### config.mk
export PLATFORM = sky130hd
export DESIGN_NAME = float_divider_flat
export DESIGN_NICKNAME = d
export VERILOG_FILES = /design/src/rtl/float_divider_if.sv /design/src/rtl/float_divider.sv /design/src/flat_wrapper.sv
export SDC_FILE = /design/constraint.sdc
export NUM_CORES = 1
export LEC_CHECK = 0
export CAP_MARGIN = 20
export CORE_MARGIN = 1.5
export CORE_UTILIZATION = 35
export CTS_CLUSTER_DIAMETER = 40
export DETAILED_ROUTE_END_ITERATION = 6
export SKIP_LAST_GASP = 1
export SLEW_MARGIN = 10
export SYNTH_ARGS = -nofsm -noshare
export SYNTH_HDL_FRONTEND = slang
export SYNTH_SLANG_ARGS = --single-unit
### constraint.sdc
create_clock -name clk -period 8.9 [get_ports clk]
set_clock_uncertainty 0.1 [all_clocks]
set_input_delay 2.225 -clock clk [delete_from_list [all_inputs] [get_ports clk]]
set_output_delay 2.225 -clock clk [all_outputs]
set_load 0.02 [all_outputs]
### src/rtl/float_divider_if.sv
// Start/done handshake bundle shared by the float arithmetic blocks.
//   start  : request, sampled by the divider only while idle
//   a, b   : dividend / divisor, IEEE 754 single
//   result : quotient, held until the next completion
//   done   : one-cycle completion pulse, result valid alongside it
//   busy   : high from the accept edge until done
interface float_divider_if;
  logic        start;
  logic [31:0] a;
  logic [31:0] b;
  logic [31:0] result;
  logic        done;
  logic        busy;

  modport master (output start, a, b, input result, done, busy);
  modport slave  (input start, a, b, output result, done, busy);
endinterface

### src/rtl/float_divider.sv
// Iterative IEEE 754 single-precision divider, result = a / b.
// Restoring division, one quotient bit per cycle, round-to-nearest-even,
// subnormals flushed to zero. Fixed 27-cycle latency for every operand
// class so it can be scheduled like the other float blocks.
//   clk   : system clock
//   rst_n : asynchronous active-low reset, aborts any operation in flight
//   bus   : slave side of float_divider_if (start/a/b in, result/done/busy out)
//
// state | meaning
// IDLE  | waiting for start, operands are captured on the accept edge
// DIV   | ITER restoring-division steps, one quotient bit per edge
// NORM  | normalise, round, pack; pulse done and drop busy
module float_divider #(
  parameter logic [31:0] QNAN = 32'h7FC0_0000,
  parameter int          ITER = 26
) (
  input logic             clk,
  input logic             rst_n,
  float_divider_if.slave  bus
);

  typedef enum logic [1:0] {IDLE, DIV, NORM} state_t;
  typedef enum logic [1:0] {CLS_NORMAL, CLS_NAN, CLS_INF, CLS_ZERO} cls_t;

  state_t            state;
  cls_t              cls;
  cls_t              cls_in;
  logic              sign;
  logic signed [9:0] exp_diff;
  logic [23:0]       mb;
  logic [25:0]       rem;
  logic [25:0]       q;
  logic [4:0]        cnt;

  // Operand classification; an exponent of zero means zero (FTZ on input).
  logic a_zero, a_inf, a_nan, b_zero, b_inf, b_nan;

  always_comb begin
    a_zero = (bus.a[30:23] == 8'h00);
    b_zero = (bus.b[30:23] == 8'h00);
    a_inf  = (bus.a[30:23] == 8'hFF) && (bus.a[22:0] == 23'd0);
    b_inf  = (bus.b[30:23] == 8'hFF) && (bus.b[22:0] == 23'd0);
    a_nan  = (bus.a[30:23] == 8'hFF) && (bus.a[22:0] != 23'd0);
    b_nan  = (bus.b[30:23] == 8'hFF) && (bus.b[22:0] != 23'd0);
    cls_in = CLS_NORMAL;
    if (a_nan || b_nan || (a_zero && b_zero) || (a_inf && b_inf))
      cls_in = CLS_NAN;
    else if (a_inf || b_zero)
      cls_in = CLS_INF;
    else if (a_zero || b_inf)
      cls_in = CLS_ZERO;
  end

  // One restoring step: subtract when the remainder covers the divisor.
  logic        q_bit;
  logic [25:0] rem_sub;

  always_comb begin
    q_bit   = (rem >= {2'b00, mb});
    rem_sub = q_bit ? (rem - {2'b00, mb}) : rem;
  end

  // Normalise and round. The rounding increment is added to the packed
  // {exponent, fraction} so a mantissa carry-out lands in the exponent,
  // leaving a zero fraction (mantissa 1.0) as required.
  logic [22:0]       frac;
  logic              guard;
  logic              sticky;
  logic              round_up;
  logic signed [9:0] exp_n;
  logic [32:0]       sum;
  logic signed [9:0] exp_r;
  logic [31:0]       packed_res;

  always_comb begin
    if (q[25]) begin
      frac   = q[24:2];
      guard  = q[1];
      sticky = q[0] | (|rem);
      exp_n  = exp_diff + 10'sd127;
    end else begin
      frac   = q[23:1];
      guard  = q[0];
      sticky = |rem;
      exp_n  = exp_diff + 10'sd126;
    end
    round_up = guard & (sticky | frac[0]);
    sum      = {exp_n, frac} + {32'd0, round_up};
    exp_r    = sum[32:23];
    case (cls)
      CLS_NAN:  packed_res = QNAN;
      CLS_INF:  packed_res = {sign, 8'hFF, 23'd0};
      CLS_ZERO: packed_res = {sign, 31'd0};
      default: begin
        if (exp_r >= 10'sd255)
          packed_res = {sign, 8'hFF, 23'd0};
        else if (exp_r <= 10'sd0)
          packed_res = {sign, 31'd0};
        else
          packed_res = {sign, exp_r[7:0], sum[22:0]};
      end
    endcase
  end

  always_ff @(posedge clk or negedge rst_n) begin
    if (!rst_n) begin
      state      <= IDLE;
      cls        <= CLS_NORMAL;
      sign       <= 1'b0;
      exp_diff   <= '0;
      mb         <= '0;
      rem        <= '0;
      q          <= '0;
      cnt        <= '0;
      bus.result <= '0;
      bus.done   <= 1'b0;
      bus.busy   <= 1'b0;
    end else begin
      bus.done <= 1'b0;
      case (state)
        IDLE: begin
          if (bus.start) begin
            sign     <= bus.a[31] ^ bus.b[31];
            exp_diff <= $signed({2'b00, bus.a[30:23]}) - $signed({2'b00, bus.b[30:23]});
            rem      <= {3'b001, bus.a[22:0]};
            mb       <= {1'b1, bus.b[22:0]};
            q        <= '0;
            cls      <= cls_in;
            cnt      <= 5'(ITER - 1);
            bus.busy <= 1'b1;
            state    <= DIV;
          end
        end
        DIV: begin
          q   <= {q[24:0], q_bit};
          rem <= rem_sub << 1;
          if (cnt == 5'd0)
            state <= NORM;
          else
            cnt <= cnt - 5'd1;
        end
        NORM: begin
          bus.result <= packed_res;
          bus.done   <= 1'b1;
          bus.busy   <= 1'b0;
          state      <= IDLE;
        end
        default: state <= IDLE;
      endcase
    end
  end

endmodule

### src/flat_wrapper.sv
// flat-port wrapper written by rule: the top's interface ports become plain ports
module float_divider_flat 
#(
  parameter logic [31:0] QNAN = 32'h7FC0_0000,
  parameter int          ITER = 26
)
  (clk, rst_n, bus_start, bus_a, bus_b, bus_result, bus_done, bus_busy);
  float_divider_if bus_i ();
  input logic clk;
  input logic rst_n;
  input wire logic [$bits(bus_i.start)-1:0] bus_start;
  input wire logic [$bits(bus_i.a)-1:0] bus_a;
  input wire logic [$bits(bus_i.b)-1:0] bus_b;
  output wire logic [$bits(bus_i.result)-1:0] bus_result;
  output wire logic [$bits(bus_i.done)-1:0] bus_done;
  output wire logic [$bits(bus_i.busy)-1:0] bus_busy;
  assign bus_i.start = bus_start;
  assign bus_i.a = bus_a;
  assign bus_i.b = bus_b;
  assign bus_result = bus_i.result;
  assign bus_done = bus_i.done;
  assign bus_busy = bus_i.busy;
  float_divider #(.QNAN(QNAN), .ITER(ITER)) u_core (.clk(clk), .rst_n(rst_n), .bus(bus_i));
endmodule
======== Word level (Yosys, flattened, before mapping) ========
Cells that the tools add are included.
word-level totals
  output and inout bits ................... 34
  input port bits ......................... 67
  logic and storage cells ................. 85
  register bits ........................... 130
operators by class
  equality and inequality tests ........... 10
  add/sub/neg operators ................... 6
  reduce and logical (&&, ||, !) cells .... 27
  $lt $le $gt $ge ......................... 3
  bitwise gates (word level) .............. 4
  muxes and demuxes ....................... 24
operators by type and width
  operator               count
  $pmux 26 s2            2
  $pmux 32 s3            1
  $mux 31                2
  $mux 26                2
  $logic_not 23->1       2
  $reduce_bool 23->1     2
  $add 33x1->33          1
  $ge 26x24->1           1
  $reduce_or 26->1       1
  $mux 25                1
  $sub 25x24->25         1
  $mux 23                1
  $add 10x8->10 const B  2
  $eq 8x8->1 const B     2
  $logic_not 8->1        2
  $ge 10x9->1 const B    1
  $le 10x1->1 const B    1
  $mux 10                1
  $mux 2                 5
  $mux 5                 2
  $pmux 5 s2             1
  $sub 8x8->9            1
  $reduce_and 2->1       4
  $eq 2x2->1 const B     3
  16 further kinds       32

======== Logic depth before layout (Yosys ltp) ========
  word-level depth ........................ 10
  mapped depth ............................ 18

======== Worst setup path before layout ========
No wires, ideal clock.
  path kind ............................... register -> register
  start point ............................. reg u_core.q[25]
  end point ............................... reg u_core.bus.result[22]
  buffers on the path ..................... 7
  path slack .............................. 4.473 ns
  setup time .............................. 0.065 ns
  required time ........................... 8.735 ns
  stages on the path, launching flop included .. 18
  arrival time ............................ 4.261 ns
  period minus slack after synthesis ...... 4.427 ns
  path through ............................ dfrtp_1 -> buf_4 -> buf_6 -> buf_4 -> clkbuf_1 -> buf_1 -> clkbuf_1 -> mux2_2 -> ha_1 -> nand3_1 -> a2111oi_4 -> nand2_1 -> or2_1 -> nor4b_1 -> o21ai_1 -> nor4_4 -> buf_6 -> a31o_1
between the ends
  longest elaborated chain between the ends .. 8
ends and longest elaborated chain
  what                                      line                    source
  start, declared                           float_divider.sv:32     logic [25:0] q;
  start signal, assigned                    float_divider.sv:135    q <= {q[24:0], q_bit};
  $mux 1 / $mux 23 (equally long branches)  float_divider.sv:76     if (q[25]) begin
  $or 1x1->1                                float_divider.sv:87     round_up = guard & (sticky | frac[0]);
  $and 1x1->1                               float_divider.sv:87
  $add 33x1->33 *                           float_divider.sv:88     sum = {exp_n, frac} + {32'd0, round_up};
  $le 10x1->1                               float_divider.sv:97     else if (exp_r <= 10'sd0)
  $mux 31                                   float_divider.sv:97
  $mux 31 *                                 float_divider.sv:95     if (exp_r >= 10'sd255)
  $pmux 32 s3 *                             float_divider.sv:90     case (cls)
  end signal, assigned                      float_divider.sv:143    bus.result <= packed_res;
  end, declared                             float_divider_if.sv:16  modport slave (input start, a, b, output result, done, busy);
Every way passes the cells marked *; elsewhere a longest branch is shown, timed or not.
A chain may end at the register's enable or synchronous reset.

======== Final worst setup path ========
  start point ............................. in bus_b[1]
  end point ............................... reg u_core.cls[0]
between the ends
  longest elaborated chain between the ends .. 6
ends and longest elaborated chain
  what                                                           line                                      source
  start, declared                                                flat_wrapper.sv:13                        input wire logic [$bits(bus_i.b)-1:0] bus_b;
  $logic_not 23->1 / $reduce_bool 23->1 (equally long branches)  float_divider.sv:42, float_divider.sv:44
  $logic_and 1x1->1 (on tied branches)                           float_divider.sv:42, float_divider.sv:44
  $logic_or 1x1->1 (on tied branches)                            float_divider.sv:50, float_divider.sv:46
  $mux 2 / $logic_or 1x1->1 (equally long branches)              float_divider.sv:50, float_divider.sv:46
  $mux 2 / $logic_or 1x1->1 (equally long branches)              float_divider.sv:48, float_divider.sv:46
  $mux 2 *                                                       float_divider.sv:46                       if (a_nan || b_nan || (a_zero && b_zero) || (a_inf && b_inf))
  end signal, assigned                                           float_divider.sv:128                      cls <= cls_in;
  end, declared                                                  float_divider.sv:26                       cls_t cls;
Marked as above.

==> impl_results.md <==
* Status: completed
* Syn Inst Count at 980
* Total CTS buffers at 17
* Initial antenna violation count at 0
* Cell Pwr Density at 398 nW/µm²
* Die height at 160 µm
* Period utilization at 0.504
* RSZ-0062 raised after global routing: no
* Largest stage delay, worst path at 0.80 ns
* CP Cell Sequence: clkdlybuf4s50_1 > nor4_1 > nand4_1 > o32a_1 > a211oi_1 > a22oi_1
* Net Count, Synth at 1091
* Vias post-DR at 7445
* Total die area at 25700 µm²
* Iter 0 DRT Violations at 463
* Worst-Skew Late Latency at 0.42 ns
* Final Hold Fails at 0
* DIE WIDTH at 160 µm
* # diodes at 0
* F_max at 223 MHz
* Io pins at 101
* Register area at 3230 µm²
* Pin count of the biggest net entering global routing at 51
* Syn Area/Cell at 8.85 µm²
* Total Neg Setup Slack at 0 ns
* Clock root buffer: clkbuf_16
* CTS resizes at 0
* Fill cells at 2360
* Crit path required time at 9.08 ns
* Multi-input logic area at 4990 µm²
* CP max-delay cell: nor4_1
* Gr usage total at 0.181
* Asr flop ratio synth at 1.00
* Flops & latches, synth at 129
* Hold_sp: u_core.mb[23]
* Crit path DAT at 4.67 ns
* Pre-antenna DRT Iters at 4
* Static Leak at 4.38 nW
* Worst hold slack at 0.344 ns
* DRC at 0
* Synth Warn # at 0
* IO buf count at 100
* Clock buffer depth at 2
* Crit path from: bus_b[1]
* Synth Flop Type: dfrtp_1
* Final Setup Violations at 0
* Crit path time final at 4.49 ns
* Routed WL per cell at 16.1 µm
* CP Max Fanout at 2
* Clk slew on worst S/H paths at 0.06 ns
* CTS tree: built
* MaxCap Viol Count at 0
* Cell row count at 57
* Worst slew margin at 0.307
* Clk sinks at 129
* Routed WL at 22400 µm
* HPWL after DPL at 16400 µm
* GRT Residual Overflow at 0
* Peak supply drop at 0.178 mV
* First-pass GRT wire length at 37300 µm
* Total power at 0.00419 W
* GPL Wtd Cong at 0.863
* Via density at 5.36
* Worst hold path class: reg -> reg
* Number of synthesized flops with an enable pin at 0
* Final core occ at 0.433
* Layout cells sized above 1 at 0.0629
* Post-CTS setup buffer count at 0
* Mapped Area at 8670 µm²
* Worst slew pin tran at 1.04 ns
* Commonest non-fill, non-tap cell in the layout: dfrtp_1
* Final Net Count at 1164
* Netlist cell types at 73
* Worst setup SP type: primary input
* Post-CTS Hold Fix Bufs at 0
* Vias in the first global route at 7095
* Kind of end point of the critical path: register
* H-Tree Depth at 4
* Crit path kind: in -> reg
* Initial Util at 0.356
* Final Max Slew Viols at 0
* Sequential fraction of the synthesis area at 0.372
* P&R area growth vs syn at 21.4%
* Most frequent cells in the layout: 128 x dfrtp_1, 114 x nand2_1, 99 x clkdlybuf4s50_1
* Final ANT Viol Nets at 0
* Core footprint at 24300 µm²
* RR Startpoint: u_core.q[25]
==> registers in the layout, summed over array words and instances, names as in the netlist <==
register           flops
u_core.q              26
u_core.cls             2
u_core.sign            1
u_core.bus.busy        1
u_core.rem            26
u_core.bus.done        1
u_core.exp_diff        9
u_core.bus.result     32
u_core.state           2
u_core.cnt             5
u_core.mb             24
==> synth_stat cells (4+ instances only) <==
cell	instances	area [µm²]
nand3_1	19	95.1
inv_1	52	195
nand2_1	114	428
a31oi_1	4	25.0
nand2b_1	17	106
nand4_1	19	119
a211oi_1	10	75.1
dfrtp_1	129	3230
ha_1	42	526
mux2i_1	22	220
nor4_1	22	138
or4_1	4	30.0
a22o_1	40	350
a21o_1	18	135
nor2_1	61	229
o31a_1	4	35.0
o311ai_0	7	61.3
xnor2_1	36	315
mux2_2	7	78.8
o21ai_0	80	400
a22oi_1	9	67.6
o21a_1	6	45.0
nor3_1	16	80.1
or3_1	4	25.0
a21oi_1	53	265
nor2b_1	14	87.6
a32o_1	4	40.0
buf_2	4	20.0
o22ai_1	9	56.3
buf_6	4	45.0
and2_1	7	43.8
xor2_1	23	201
buf_1	4	15.0
o211ai_1	4	30.0
clkbuf_1	40	150
a311oi_1	4	35.0
o21bai_1	5	37.5
==> per-layer routing <==
metal / global-route usage / vias to the layer above / wire length, µm / part of all wire
li1: - / 3730 / - / -
met1: 0.261 / 3514 / 11100 / 0.50
met2: 0.271 / 174 / 9850 / 0.44
met3: 0.0328 / 27 / 1010 / 0.045
met4: 0.0603 / 0 / 446 / 0.020
met5: 0 / - / 0 / 0
==> final timing paths <==
kind | end | slack, ns | depth (start not counted)
setup / recovery | u_core.cls[0] | 4.41 | 6
hold / removal | u_core.mb[23] | 0.34 | 2
setup reg to reg | u_core.bus.result[12] | 4.82 | 10
hold reg to reg | u_core.mb[23] | 0.34 | 2
max in group asynchronous | u_core.q[25] | 6.00 | 2
min in group asynchronous | u_core.bus.result[5] | 1.65 | 1
==> worst max-delay path, delay by kind of cell <==
family                 cells  cell delay, ns
and+or+nand+nor            2            1.21
buffers and inverters      1            0.45
AOI/OAI and AO/OA          3            0.79
==> logic make-up (layout without fill, tap and decap cells) <==
family | Yosys count | in the layout | synth area share
xor gates and xnor gates | 61 | 61 | 0.0634
buffers and inverters | 108 | 194 | 0.0520
adders and majority gates | 44 | 44 | 0.0652
muxes | 29 | 29 | 0.0345
DFF | 129 | 129 | 0.372
and+or+nand+nor | 322 | 322 | 0.186
AOI/OAI and AO/OA | 287 | 287 | 0.226
==> per-stage QoR <==
stage | area, µm² | std cells | setup slack [ns]
after floorplan | 8670 | 980 | 4.47
after global placement | 9890 | 1357 | 3.92
after detailed placement | 9890 | 1357 | 3.96
after CTS | 10500 | 1389 | 4.35
after global routing | 10500 | 1390 | 4.25
final | 10500 | 1390 | 4.41
==> layout make-up <==
class	count	area share
Multi-Input combinational cell	743	0.475
Inverter	52	0.0185
Clock inverter	10	0.0150
Sequential cell	129	0.307
Clock buffer	22	0.0441
Timing Repair Buffer	110	0.102
Tap cell	324	0.0385
==> report_power, final <==
group | total [W] | leakage [nW] | internal [W] | switching (W)
Combinational | 0.00233 | 2.46 | 0.00101 | 0.00132
Clock | 0.000747 | 0.296 | 0.000482 | 0.000265
Sequential | 0.00112 | 1.62 | 0.000839 | 0.000277
(Power assumes the default switching activity.)
